$ cat src/rtl/pipe_pkg.sv
// pipe_pkg: shared state encoding and default widths for pipeline stage registers
package pipe_pkg;
  typedef enum logic [1:0] {
    ST_EMPTY = 2'b00,
    ST_ONE   = 2'b01,
    ST_FULL  = 2'b10
  } state_t;
  localparam int DATA_W_DEF = 128;
  localparam int CTRL_W_DEF = 16;
  localparam int CNT_W_DEF  = 16;
endpackage

$ cat src/rtl/sat_counter.sv
// sat_counter: saturating event counter with synchronous clear
module sat_counter #(
  parameter int CNT_W = 16
) (
  input  logic             clk_i,
  input  logic             rst_n,
  input  logic             clr_i,
  input  logic             inc_i,
  output logic [CNT_W-1:0] cnt_o
);
  always_ff @(posedge clk_i)
    if (!rst_n) cnt_o <= '0;
    else if (clr_i) cnt_o <= '0;
    else if (inc_i && cnt_o != '1) cnt_o <= cnt_o + CNT_W'(1);
endmodule

$ cat src/rtl/pipe_stage_skid.sv
// pipe_stage_skid: valid/ready pipeline register with 2-entry skid buffer, flush and CPI counters
module pipe_stage_skid
  import pipe_pkg::*;
#(
  parameter int DATA_W     = DATA_W_DEF,
  parameter int CTRL_W     = CTRL_W_DEF,
  parameter int CNT_W      = CNT_W_DEF,
  parameter bit CLEAR_DATA = 1'b1
) (
  input  logic              clk_i,
  input  logic              rst_n,
  input  logic              flush_i,
  input  logic              cnt_clr_i,
  input  logic              in_valid_i,
  output logic              in_ready_o,
  input  logic [DATA_W-1:0] in_data_i,
  input  logic [CTRL_W-1:0] in_ctrl_i,
  output logic              out_valid_o,
  input  logic              out_ready_i,
  output logic [DATA_W-1:0] out_data_o,
  output logic [CTRL_W-1:0] out_ctrl_o,
  output logic [CNT_W-1:0]  stall_cnt_o,
  output logic [CNT_W-1:0]  bubble_cnt_o
);
  state_t state;
  logic [DATA_W-1:0] main_d, skid_d;
  logic [CTRL_W-1:0] main_c, skid_c;
  logic accept, drain;
  assign in_ready_o  = state != ST_FULL;
  assign out_valid_o = state == ST_ONE || state == ST_FULL;
  assign accept      = in_valid_i && in_ready_o;
  assign drain       = out_valid_o && out_ready_i;
  assign out_data_o  = main_d;
  assign out_ctrl_o  = main_c;
  // main_c is cleared on every transition to empty so invalid cycles always present a bubble
  always_ff @(posedge clk_i)
    if (!rst_n) begin
      state  <= ST_EMPTY;
      main_d <= '0;
      main_c <= '0;
      skid_d <= '0;
      skid_c <= '0;
    end else if (flush_i) begin
      state  <= ST_EMPTY;
      main_c <= '0;
      skid_c <= '0;
      if (CLEAR_DATA) begin
        main_d <= '0;
        skid_d <= '0;
      end
    end else
      case (state)
        ST_EMPTY:
          if (accept) begin
            state  <= ST_ONE;
            main_d <= in_data_i;
            main_c <= in_ctrl_i;
          end
        ST_ONE:
          if (accept && drain) begin
            main_d <= in_data_i;
            main_c <= in_ctrl_i;
          end else if (accept) begin
            state  <= ST_FULL;
            skid_d <= in_data_i;
            skid_c <= in_ctrl_i;
          end else if (drain) begin
            state  <= ST_EMPTY;
            main_c <= '0;
            if (CLEAR_DATA) main_d <= '0;
          end
        ST_FULL:
          if (drain) begin
            state  <= ST_ONE;
            main_d <= skid_d;
            main_c <= skid_c;
          end
        default: begin
          state  <= ST_EMPTY;
          main_c <= '0;
          skid_c <= '0;
          if (CLEAR_DATA) main_d <= '0;
        end
      endcase
  sat_counter #(.CNT_W(CNT_W)) u_stall (
    .clk_i (clk_i),
    .rst_n (rst_n),
    .clr_i (cnt_clr_i),
    .inc_i (out_valid_o && !out_ready_i),
    .cnt_o (stall_cnt_o)
  );
  sat_counter #(.CNT_W(CNT_W)) u_bubble (
    .clk_i (clk_i),
    .rst_n (rst_n),
    .clr_i (cnt_clr_i),
    .inc_i (!out_valid_o),
    .cnt_o (bubble_cnt_o)
  );
endmodule

$ cat config.mk
export PLATFORM = sky130hd
export DESIGN_NAME = pipe_stage_skid
export DESIGN_NICKNAME = d
export VERILOG_FILES = /design/src/rtl/pipe_pkg.sv /design/src/rtl/sat_counter.sv /design/src/rtl/pipe_stage_skid.sv
export SDC_FILE = /design/constraint.sdc
export NUM_CORES = 1
export LEC_CHECK = 0
export BUFFER_PORTS_ARGS = -buffer_cell sky130_fd_sc_hd__clkbuf_2
export CORE_MARGIN = 2
export CORE_UTILIZATION = 30
export CTS_BUF_LIST = sky130_fd_sc_hd__clkbuf_2
export CTS_CLUSTER_DIAMETER = 50
export DETAILED_ROUTE_END_ITERATION = 8
export PLACE_DENSITY = 0.53
export SETUP_SLACK_MARGIN = 0.15
export SYNTH_ARGS = -nofsm -noshare
export SYNTH_HDL_FRONTEND = slang
export SYNTH_HIERARCHICAL = 1
export SYNTH_SLANG_ARGS = --single-unit
$ cat constraint.sdc
create_clock -name clk_i -period 5.1 [get_ports clk_i]
set_input_delay 1.02 -clock clk_i [delete_from_list [all_inputs] [get_ports clk_i]]
set_output_delay 1.02 -clock clk_i [all_outputs]
set_load 0.005 [all_outputs]
# After elaboration in Yosys (flattened, before gate mapping)
# Cells that the tools add are included.
[classes]
eq_ne = 12
add_sub_neg = 2
n_bitwise = 3
n_reduce_logical = 17
mux = 20
[op_table]
columns = ["operator", "n"]
rows = [
  ["$mux W128", 5],
  ["$pmux W128 S3", 1],
  ["$mux W16", 6],
  ["$pmux W16 S3", 1],
  ["$add A16 B1 Y16 const B", 2],
  ["$ne A16 B16 Y1 const B", 2],
  ["$pmux W16 S2", 1],
  ["$mux W2", 5],
  ["$ne A2 B2 Y1 const B", 5],
  ["$reduce_and A4 Y1", 2],
  ["$logic_and A1 B1 Y1", 6],
  ["$ne A3 B2 Y1 const B", 2],
  ["$pmux W2 S3", 1],
  ["$reduce_and A3 Y1", 2],
  ["$reduce_or A2 Y1", 3],
  ["$ne A3 B3 Y1 const B", 1],
  ["$not A1 Y1", 3],
  ["$eq A2 B1 Y1 const B", 1],
  ["$eq A2 B2 Y1 const B", 1],
  ["$logic_not A1 Y1", 2],
  ["$logic_not A2 Y1", 1],
  ["$logic_or A1 B1 Y1", 1],
]
[word_totals]
output_inout_bits = 178
elab_cells = 61
input_bits = 150
register_bits = 322

# Depth between registers and ports, before layout
# Gate-level depths: netlist of the first run.
[depth]
depth_word = 7
mapped_depth = 10
ltp_nobuf = 8

# Hierarchy
# Netlist of the first run, hierarchy kept.
[modules_own_cells]
columns = ["module", "area_each_um2", "instances", "seq_area_each_um2", "cells_per_inst"]
rows = [
  ["pipe_stage_skid", 12205.5, 1, 5805.6, 1474],
  ["sat_counter", 864.6, 2, 320.3, 91],
]

# Worst setup path after synthesis of the first run
# OpenSTA, ideal clock, no wires.
[synth_path]
path_type = "input-to-reg"
startpoint = "input port out_ready_i"
endpoint = "register main_d[17], in the netlist out_data_o[17]"
setup_ns = 0.067
stages = 8
path_buffers = 4
path_slack_ns = 2.652
required_time_ns = 5.033
arrival_ns = 2.381
cell_sequence = "nand2b_1 > a221o_1 > buf_6 > or3_1 > buf_2 > buf_6 > buf_6 > o21ai_2"
[synth_between]
elab_chain_cells = 4
elab_cells_between_ends = 8
cone_classes = "eq/ne (3); mux (2); reduce/logical (3)"
[synth_rtl]
columns = ["item", "line", "text"]
rows = [
  ["from (decl)", "pipe_stage_skid.sv:19", "input logic out_ready_i,"],
  ["$logic_and A1 B1 Y1 *", "pipe_stage_skid.sv:32", "assign drain = out_valid_o && out_ready_i;"],
  ["$logic_and A1 B1 Y1", "pipe_stage_skid.sv:60", "if (accept && drain) begin"],
  ["$ne A3 B2 Y1 (no source line) / $mux W128 (equally long branches)", "-", ""],
  ["$reduce_and A4 Y1 (no source line) / $pmux W128 S3 (equally long branches)", "-", ""],
  ["to (signal assigned)", "pipe_stage_skid.sv:56", "main_d <= in_data_i;"],
  ["to (signal assigned)", "pipe_stage_skid.sv:61", "main_d <= in_data_i;"],
  ["to (signal assigned)", "pipe_stage_skid.sv:75", "main_d <= skid_d;"],
  ["to (decl)", "pipe_stage_skid.sv:26", "logic [DATA_W-1:0] main_d, skid_d;"],
]
# Every way passes the cells marked *; elsewhere a longest branch is shown, timed or not.
# A chain may end at the register's enable or synchronous reset.

# Worst setup path after layout of the first run
[layout_path]
startpoint = "register state[0]"
endpoint = "output port in_ready_o"
[layout_between]
elab_chain_cells = 1
[layout_rtl]
columns = ["item", "line", "text"]
rows = [
  ["from (decl)", "pipe_stage_skid.sv:25", "state_t state;"],
  ["from (signal assigned)", "pipe_stage_skid.sv:38", "state <= ST_EMPTY;"],
  ["from (signal assigned)", "pipe_stage_skid.sv:44", "state <= ST_EMPTY;"],
  ["from (signal assigned)", "pipe_stage_skid.sv:55", "state <= ST_ONE;"],
  ["$ne A2 B2 Y1", "pipe_stage_skid.sv:29", "assign in_ready_o = state != ST_FULL;"],
  ["to (decl)", "pipe_stage_skid.sv:15", "output logic in_ready_o,"],
]
# Every way passes these cells.

==> results of run 1 <==
## synth_stat cells, types with 3 or more instances
cell type / n / area (um^2)
a21oi_1: 282 / 1410
buf_6: 8 / 90.1
nor4_1: 6 / 37.5
o41ai_1: 6 / 52.6
mux2i_1: 18 / 180
or4_1: 4 / 30.0
a22o_1: 144 / 1260
dfxtp_1: 322 / 6450
nand2b_1: 8 / 50.1
nand4_1: 4 / 25.0
inv_1: 8 / 30.0
xor2_1: 6 / 52.6
buf_1: 4 / 15.0
nand2_1: 267 / 1000
buf_2: 3 / 15.0
ha_1: 6 / 75.1
o21ai_2: 60 / 526
or3_1: 6 / 37.5
nor2_1: 39 / 146
nor2b_1: 5 / 31.3
nand4_4: 4 / 85.1
o311ai_0: 6 / 52.6
nand3_1: 152 / 761
o21ai_0: 92 / 460
o31ai_1: 4 / 30.0
clkbuf_1: 131 / 492
and4_2: 4 / 40.0
and2_1: 22 / 138
## kinds of logic after synthesis
family	count (synthesis)
xor+xnor	8
compound gates	614
mux	18
fa+ha+maj	6
buf+inv	154
flops	322
simple gates	534
## worst register-to-register path: stages (launching register included)
cell and delay (ns):
dfxtp_1 0.35, inv_1 0.16, ha_4 0.16, buf_4 0.69, buf_4 0.96, nor2_1 0.17
a21boi_2 0.19, buf_4 0.26, mux2i_1 0.19, nor2_1 0.05
## flip-flops by register name, indices dropped and copies added, names as in the netlist
name	flops
skid_d	128
state	2
out_ctrl_o	16
u_bubble/cnt_o	16
skid_c	16
u_stall/cnt_o	16
out_data_o	128
## final cells by class
| cell class | instances | area [um^2] |
|---|---|---|
| Tap cell | 600 | 751 |
| Timing Repair Buffer | 353 | 1940 |
| Multi-Input combinational cell | 1180 | 6930 |
| Fill cell | 4820 | 28700 |
| Clock buffer | 129 | 646 |
| Clock inverter | 29 | 141 |
| Antenna cell | 7 | 17.5 |
| Sequential cell | 322 | 6450 |
| Inverter | 8 | 30.0 |
## metrics by stage
stage | power, mW | std cells | worst slack, ns | utilization (%) | instance area, um^2
3_5_place_dp | 3.29 | 2455 | 1.69 | 35.1 | 16000
6_report | 5.11 | 2628 | 1.67 | 37.1 | 16900
2_1_floorplan | 3.02 | 1656 | 2.65 | - | 13900
5_1_grt | 5.42 | 2626 | 1.46 | 37.1 | 16900
3_3_place_gp | 3.28 | 2455 | 1.70 | 35.1 | 16000
4_1_cts | 5.22 | 2621 | 1.50 | 37.1 | 16900
## power by group
| group | internal [mW] | switching [mW] |
|---|---|---|
| Combinational | 0.234 | 0.379 |
| Clock | 0.730 | 1.15 |
| Sequential | 2.58 | 0.0391 |
| Total | 3.54 | 1.57 |
## worst min path at each step
| stage | end | slack, ns | depth (start not counted) |
|---|---|---|---|
| final | skid_d[102] | 0.16 | 3 |
| after global routing | skid_d[72] | 0.06 | 3 |
| after CTS | skid_d[82] | 0.002 | 3 |
| after detailed placement | skid_d[85] | 0.45 | 2 |
| after global placement | skid_d[8] | 0.44 | 2 |
| after floorplan | skid_d[0] | 0.44 | 2 |
## per-layer routing
layer | vias to the layer above | track usage (%)
met5 | - | 0
met3 | 69 | 5.91
li1 | 6629 | -
met4 | 2 | 8.04
met1 | 6513 | 24.9
met2 | 390 | 28.5
==> run metrics, run 1 <==
most frequent CP cell=inv_1; Stages on worst setup path=4; Reg clk slew, reported paths=0.11 ns; worst stage delay on the critical path=0.48 ns; crit-path leading delay family=buffers and inverters; crit-path cells=inv_1 > ha_4 > inv_1 > clkbuf_2; grt total ovfl=0; CTS root buf=clkbuf_2; DR vias=13600; sequential area share after synthesis=46.3%; WL met3=3.51 mm; CTS H-tree depth=3; Setup violations, final=0; Routed Antenna Nets=0; final hold violation count=0; TritonCTS clock tree=built; RSZ-0062 raised after global routing=no; width of the die=220 um; most used flip-flop cell after synthesis=dfxtp_1; Chip Height=220 um; Syn. warnings=6; critical path required time=4.08 ns; RD Place Congestion=0.768; Slew HR=24.9%; Post-Synth Adder-Cell Area=0.539%; Syn-to-layout area delta=21.3%; Mapped Cells=1656; DRC=0; clock tree buffer depth=3; HP Class=input port to register; Compound-Gate Fraction of Synth Area=28.8%; Worst IR Drop VDD=148 uV; DRT Wirelength=46.6 mm; Cell Rows=78; commonest non-fill, non-tap cell in the layout=clkbuf_2; Max Used Layer=met5; WL per Instance=17.7 um; mux contribution to synthesized area=1.29%; hold_sp=in_data_i[102]; Crit Path Max Fanout=37; Die ar.=48200 um^2; wire length on met2=21.0 mm; asr flop ratio synth=0%; Final period util=67.2%; CP Class=register to output port; clk_skew=0.0570 ns; crit path DAT=2.41 ns; Nets=2114; Clock Latency Late Sink=1.09 ns; Initial Utilization=30.6%; r2r startpoint=state[0]; postcts setup bufs=0; IO buf count=327; post-DP HPWL=28.1 mm; Slew Viols, Final=0; maxcap violations=0; DRT iter0 DRCs=819; Cell Area, Synth=13900 um^2; Worst R2R Path Depth=9; Leakage=7.00 nW; Sink Count=322; Critical Path Slowest Stage Cell=ha_4; Buf/Inv on CP=3; vias in the first global route=12900; initial antenna violation count=7; number of synthesized flops with an enable pin=0; setup TNS=0 ns; Cell Pwr Density=302 nW/um^2; Worst Hold Margin=0.162 ns; status=complete, no violations; post-DR vias/cell=5.18; R2R setup slack=1.77 ns; commonest cells after routing, fill and taps aside=456 x clkbuf_2, 322 x dfxtp_1, 281 x a21oi_1; layout cells sized above 1=28.3%; CP Capture Point=in_ready_o; crit path launch=state[0]; Seq cells post-synth=322; first-pass GRT wire length=72.1 mm; Post-Synth XOR/XNOR Area=0.503%; post-CTS sizing=0; startpoint types=register; CTS Buf Count=93; crit end category=output port; worst r2r dst=skid_c[11]; First-pass DRT Iterations=8; Yosys cell types=48; largest net degree at the start of global routing=86; fmax=292 MHz; Final min period=3.43 ns; syn_area_per_cell=8.41 um^2; IO Pins=328; Post-CTS Hold Buffers=8; Core ar.=45600 um^2; largest family of logic cells by synthesized area=compound AO/OA/AOI/OAI gates; overall global routing resource usage=18.9%; Metal-1 WL=21.1 mm; Synth Area in Simple Gates=17.9%; Post-Syn Nets=1812; Tightest Pin Transition=1.13 ns
Power figures use the tool's default switching activity.
==> run 2, diff against run 1 <==
Settings changed: PLACE_DENSITY 0.53 to 0.54.
Clock period 5.1 ns to 2.97 ns, I/O delays scaled along.
==> run 2 against run 1 <==
Against the previous run: cell area increased by 9.3%; sequential cell count unchanged; wire length increased by 1.7%; highest routed layer is now met4; count of clock-buffer cells in the layout increased by 8; largest cell class unchanged.
==> run metrics, run 2 (synthesized netlist as in run 1, its figures left out) <==
clock tree buffer depth=3 (unchanged); Clock Latency Late Sink=1.07 ns (-0.02 ns); Initial Utilization=30.6% (unchanged); TritonCTS clock tree=built; Nets=2260 (+6.9%); setup TNS=0 ns (unchanged); Slew Viols, Final=0 (unchanged); status=complete, no violations; Fillers=4622 (-4.1%); Worst R2R Path Depth=7 (-2); width of the die=220 um (unchanged); Sink Count=322 (unchanged); Setup violations, final=0 (unchanged); RD Place Congestion=0.771 (+0.42%); CTS root buf=clkbuf_2; startpoint types=register; DRC=0 (unchanged); DRT iter0 DRCs=831 (+1.5%); first-pass GRT wire length=73.4 mm (+1.9%); DRT Wirelength=47.4 mm (+1.7%); R2R setup slack=0.44 ns (-1.33 ns); pre-CTS WS=0.379 ns (-1.31 ns); dpl cell area=16100 um^2 (+0.70%); placed cells=2460 (+0.20%); WHS Path Cells=5 (+2); CP Class=register to output port; HP Class=input port to register; largest net degree at the start of global routing=147 (+71%); commonest cells after routing, fill and taps aside=464 x clkbuf_2, 320 x dfxtp_1, 281 x a21oi_1; vias in the first global route=13600 (+5.3%); Reg area=6450 um^2 (about the same); post-DP HPWL=27.8 mm (-0.93%); Worst Hold End=out_data_o[37]; Tightest Pin Transition=1.10 ns (-0.0286 ns); Routed Antenna Nets=0 (unchanged); fmax=390 MHz; DR vias=14200 (+4.3%); Crit Path Max Fanout=6 (-84%); Chip Height=220 um (unchanged); Reg clk slew, reported paths=0.09 ns (-0.02 ns); Leakage=7.68 nW (+9.7%); maxcap violations=0 (unchanged); overall global routing resource usage=19.1% (+0.16 points); grt total ovfl=0 (unchanged); Final Instance Area=18500 um^2 (+9.3%); Cell Pwr Density=491 nW/um^2 (+63%); CTS H-tree depth=3 (unchanged); final non-filler cell total=2769 (+5.4%); layout cells sized above 1=27.1% (-1.2 points); r2r startpoint=state[0]; Final period util=86.4%; worst r2r dst=out_data_o[94]; crit end category=output port; Die ar.=48200 um^2 (unchanged); final hold violation count=0 (unchanged); initial antenna violation count=4 (-3); commonest non-fill, non-tap cell in the layout=clkbuf_2; IO buf count=327 (unchanged); CTS Buf Count=90 (-3.2%); WL per Instance=17.1 um (-3.5%); post-DR vias/cell=5.12 (-1.0%); Cell Rows=78 (unchanged); Syn-to-layout area delta=32.6%; clk_skew=0.0677 ns (+0.0107 ns); crit path DAT=1.97 ns (-0.44 ns); First-pass DRT Iterations=5 (-3); hold_sp=flush_i; area of the multi-input gates=6930 um^2 (unchanged); Core ar.=45600 um^2 (unchanged); Worst IR Drop VDD=261 uV (+76%); Final Worst Setup Slack=0.403 ns (-1.27 ns); IO Pins=328 (unchanged); critical path required time=2.38 ns (-1.70 ns); Power Total=9.08 mW (+78%); RSZ-0062 raised after global routing=no; Final min period=2.57 ns; Slew HR=26.8% (+1.9 points)
-- run 2: changes by cell type in the layout (fill, tap and decap cells not counted), sizes merged --
cell,delta
clkinv,-15
bufinv,+2
buf,+9
dlygate4sd3,+140
clkbuf,+8
diode,-1
inv,-2
-- run 2: worst max path at each step --
stage	from	to	slack, ns	cells past startpoint
global placement	state[1]	out_data_o[78]	0.44	7
floorplan	state[0]	out_data_o[17]	0.76	10
detailed placement	state[1]	out_data_o[77]	0.38	7
global route	state[0]	out_valid_o	0.19	3
finish	state[0]	out_valid_o	0.40	3
CTS	state[0]	in_ready_o	0.14	4
-- run 2: layer usage --
| metal | global-route usage, % | share of wire, % | vias up |
|---|---|---|---|
| li1 | - | - | 6920 |
| met1 | 24.7 | 45 | 6734 |
| met2 | 30.0 | 46 | 455 |
| met3 | 5.42 | 6.8 | 75 |
| met4 | 7.18 | 2.3 | 0 |
| met5 | 0 | 0 | - |
-- run 2: repair_timing --
action	CTS	global route
hold buffers	148	0
pin swaps	1	1
hold endpoints to repair	304	0
resized for setup	1	1
setup endpoints to repair	2	2
buffers inserted	1	3
-- run 2: report_power, final --
part | internal (mW) | switching [mW]
registers | 4.42 | 0.0679
logic | 0.536 | 0.686
clock network | 1.46 | 1.91
total | 6.42 | 2.66
-- run 2: metrics by stage --
step	util [%]	hold WS (ns)
after CTS	40.5	0.00467
final	40.5	0.169
after global routing	40.5	0.0539
after floorplan	-	0.437
after global placement	35.4	0.441
after detailed placement	35.4	0.447
-- run 2: worst max-delay path, cell delays in order, from the launching register on --
cell and delay, ns:
dfxtp_2 0.36, inv_1 0.11, ha_4 0.34, clkbuf_2 0.16
-- run 2: layout make-up --
cell class                 instances  share of cell area, %
sequential                       322                   34.9
clock buffer                     137                   3.71
inverter                           8                  0.163
timing repair buffer             502                   18.9
antenna                            6                 0.0813
multi-input combinational       1180                   37.5
clock inverter                    14                  0.718
tap                              600                   4.06
==> run 3, diff against run 2 <==
Settings changed: CORE_UTILIZATION 30 to 28, PLACE_DENSITY 0.54 to 0.52.
==> run 3 against run 2 <==
Against the previous run: die area grew 7.0%; register-to-register slack lost 0.06 ns; non-clock buffer count shrank 3; combinational power is essentially flat; hold slack gained 0.19 ns; setup slack lost 0.021 ns; critical path depth grew 4; critical endpoint is now out_data_o[85].
==> run metrics, run 3 (synthesized netlist as in run 1, its figures left out) <==
Chip Height=227 um (+3.4%); crit-path leading delay family=simple AND/OR/NAND/NOR gates; final hold violation count=0 (unchanged); Tightest Pin Transition=1.11 ns (+0.00666 ns); Cell Rows=81 (+3.8%); width of the die=227 um (+3.4%); DR vias=14200 (+0.042%); initial antenna violation count=4 (unchanged); Worst IR Drop VDD=288 uV (+10%); Fillers=5154 (+12%); crit end category=register; First-pass DRT Iterations=5 (unchanged); DRC=0 (unchanged); crit-path cells=inv_1 > ha_4 > nand2_1 > a221o_4 > or3_4 > buf_12 > o21ai_0; Syn-to-layout area delta=32.3%; largest net degree at the start of global routing=145 (-1.4%); Critical Path Slowest Stage Cell=or3_4; WHS Path Cells=4 (-1); CTS H-tree depth=3 (unchanged); critical path required time=3.88 ns (+1.50 ns); worst r2r dst=out_data_o[85]; TritonCTS clock tree=built; IO buf count=327 (unchanged); RSZ-0062 raised after global routing=no; placed cells=2522 (+2.5%); Final period util=87.1% (+0.71 points); Reg clk slew, reported paths=0.10 ns (about the same); worst stage delay on the critical path=0.56 ns (+0.20 ns); R2R setup slack=0.38 ns (-0.06 ns); IO Pins=328 (unchanged); Setup violations, final=0 (unchanged); RD Place Congestion=0.747 (-3.2%); maxcap violations=0 (unchanged); Slew Viols, Final=0 (unchanged); crit path launch=state[0]; CTS root buf=clkbuf_2; Cell Pwr Density=481 nW/um^2 (-2.1%); overall global routing resource usage=17.9% (-1.2 points); post-DP HPWL=28.0 mm (+0.40%); layout cells sized above 1=26.6% (-0.46 points); Final min period=2.59 ns (+0.0211 ns); Initial Utilization=28.4% (-2.2 points); Stages on worst setup path=7 (+4); Routed Antenna Nets=0 (unchanged); commonest cells after routing, fill and taps aside=458 x clkbuf_2, 320 x dfxtp_1, 281 x a21oi_1; CP Class=register to register; clock tree buffer depth=3 (unchanged); DRT iter0 DRCs=824 (-0.84%); Core ar.=49100 um^2 (+7.6%); WL per Instance=16.8 um (-1.9%); Nets=2260 (unchanged); fmax=386 MHz (-0.82%); Worst R2R Path Depth=7 (unchanged); Buf/Inv on CP=2 (unchanged); Die ar.=51600 um^2 (+7.0%); CTS Buf Count=93 (+3.3%); first-pass GRT wire length=73.7 mm (+0.40%); Clock Latency Late Sink=1.01 ns (-0.06 ns); Power Total=8.87 mW (-2.3%); Leakage=7.62 nW (-0.85%); status=complete, no violations; DRT Wirelength=47.5 mm (+0.22%); Sink Count=322 (unchanged); crit path DAT=3.50 ns (+1.53 ns); r2r startpoint=state[0]; setup TNS=0 ns (unchanged); vias in the first global route=13700 (+0.47%); startpoint types=register; post-DR vias/cell=5.02 (-2.1%); Crit Path Max Fanout=78 (+72); clk_skew=0.0495 ns (-0.0182 ns); commonest non-fill, non-tap cell in the layout=clkbuf_2; grt total ovfl=0 (unchanged); final non-filler cell total=2829 (+2.2%); HP Class=input port to register; CP Capture Point=out_data_o[85]; Slew HR=26.3% (-0.44 points)
==> run 3: layout make-up <==
class / instances / area [um^2] / share of cell area (%)
clock inverter: 19 / 98.8 / 0.536
clock buffer: 131 / 656 / 3.56
inverter: 8 / 30.0 / 0.163
tap: 664 / 831 / 4.51
timing repair buffer: 499 / 3430 / 18.6
sequential: 322 / 6450 / 35.0
multi-input combinational: 1180 / 6930 / 37.6
antenna: 6 / 15.0 / 0.0814
==> run 3: metal layers <==
metal | track usage, % | routed length, um | part of all wire (%)
met5 | 0 | 0 | 0
met4 | 6.45 | 1050 | 2.2
met3 | 5.92 | 3620 | 7.6
met2 | 28.4 | 21400 | 45
met1 | 22.7 | 21500 | 45
==> run 3: worst min path at each step <==
stage	from	end	slack, ns
3_3_place_gp	skid_d[83]	skid_d[83]	0.44
4_1_cts	in_data_i[118]	skid_d[118]	0.16
6_report	in_data_i[1]	skid_d[1]	0.36
5_1_grt	in_data_i[119]	skid_d[119]	0.16
3_5_place_dp	skid_d[88]	skid_d[88]	0.45
2_1_floorplan	skid_d[0]	skid_d[0]	0.44
==> run 3: where the power goes <==
group	internal, mW	leakage, nW	switching [mW]
Sequential	4.42	2.61	0.0649
Combinational	0.533	4.41	0.688
Clock	1.25	0.600	1.91
Total	6.20	7.62	2.67
==> run 3: metrics by stage <==
stage / area (um^2) / utilization [%] / setup WS (ns) / hold slack, ns
2_1_floorplan: 13900 / - / 0.759 / 0.437
3_3_place_gp: 16200 / 32.9 / 0.377 / 0.441
3_5_place_dp: 16200 / 32.9 / 0.269 / 0.447
4_1_cts: 18400 / 37.5 / 0.195 / 0.156
5_1_grt: 18400 / 37.6 / 0.142 / 0.164
6_report: 18400 / 37.6 / 0.382 / 0.362
==> run 3: what timing repair did <==
| action | in CTS | in global routing |
|---|---|---|
| endpoints found under the setup margin | 1 | 1 |
| hold endpoints to repair | 303 | 0 |
| gates resized for setup | 2 | 0 |
| hold buffers | 150 | 0 |
| buffers inserted | 0 | 1 |
| pin swaps | 0 | 1 |
==> run 3: worst min-delay path: stages <==
cell	delay [ns]
dlygate4sd3_1	0.54
clkbuf_2	0.13
nand2_1	0.06
a21oi_1	0.05
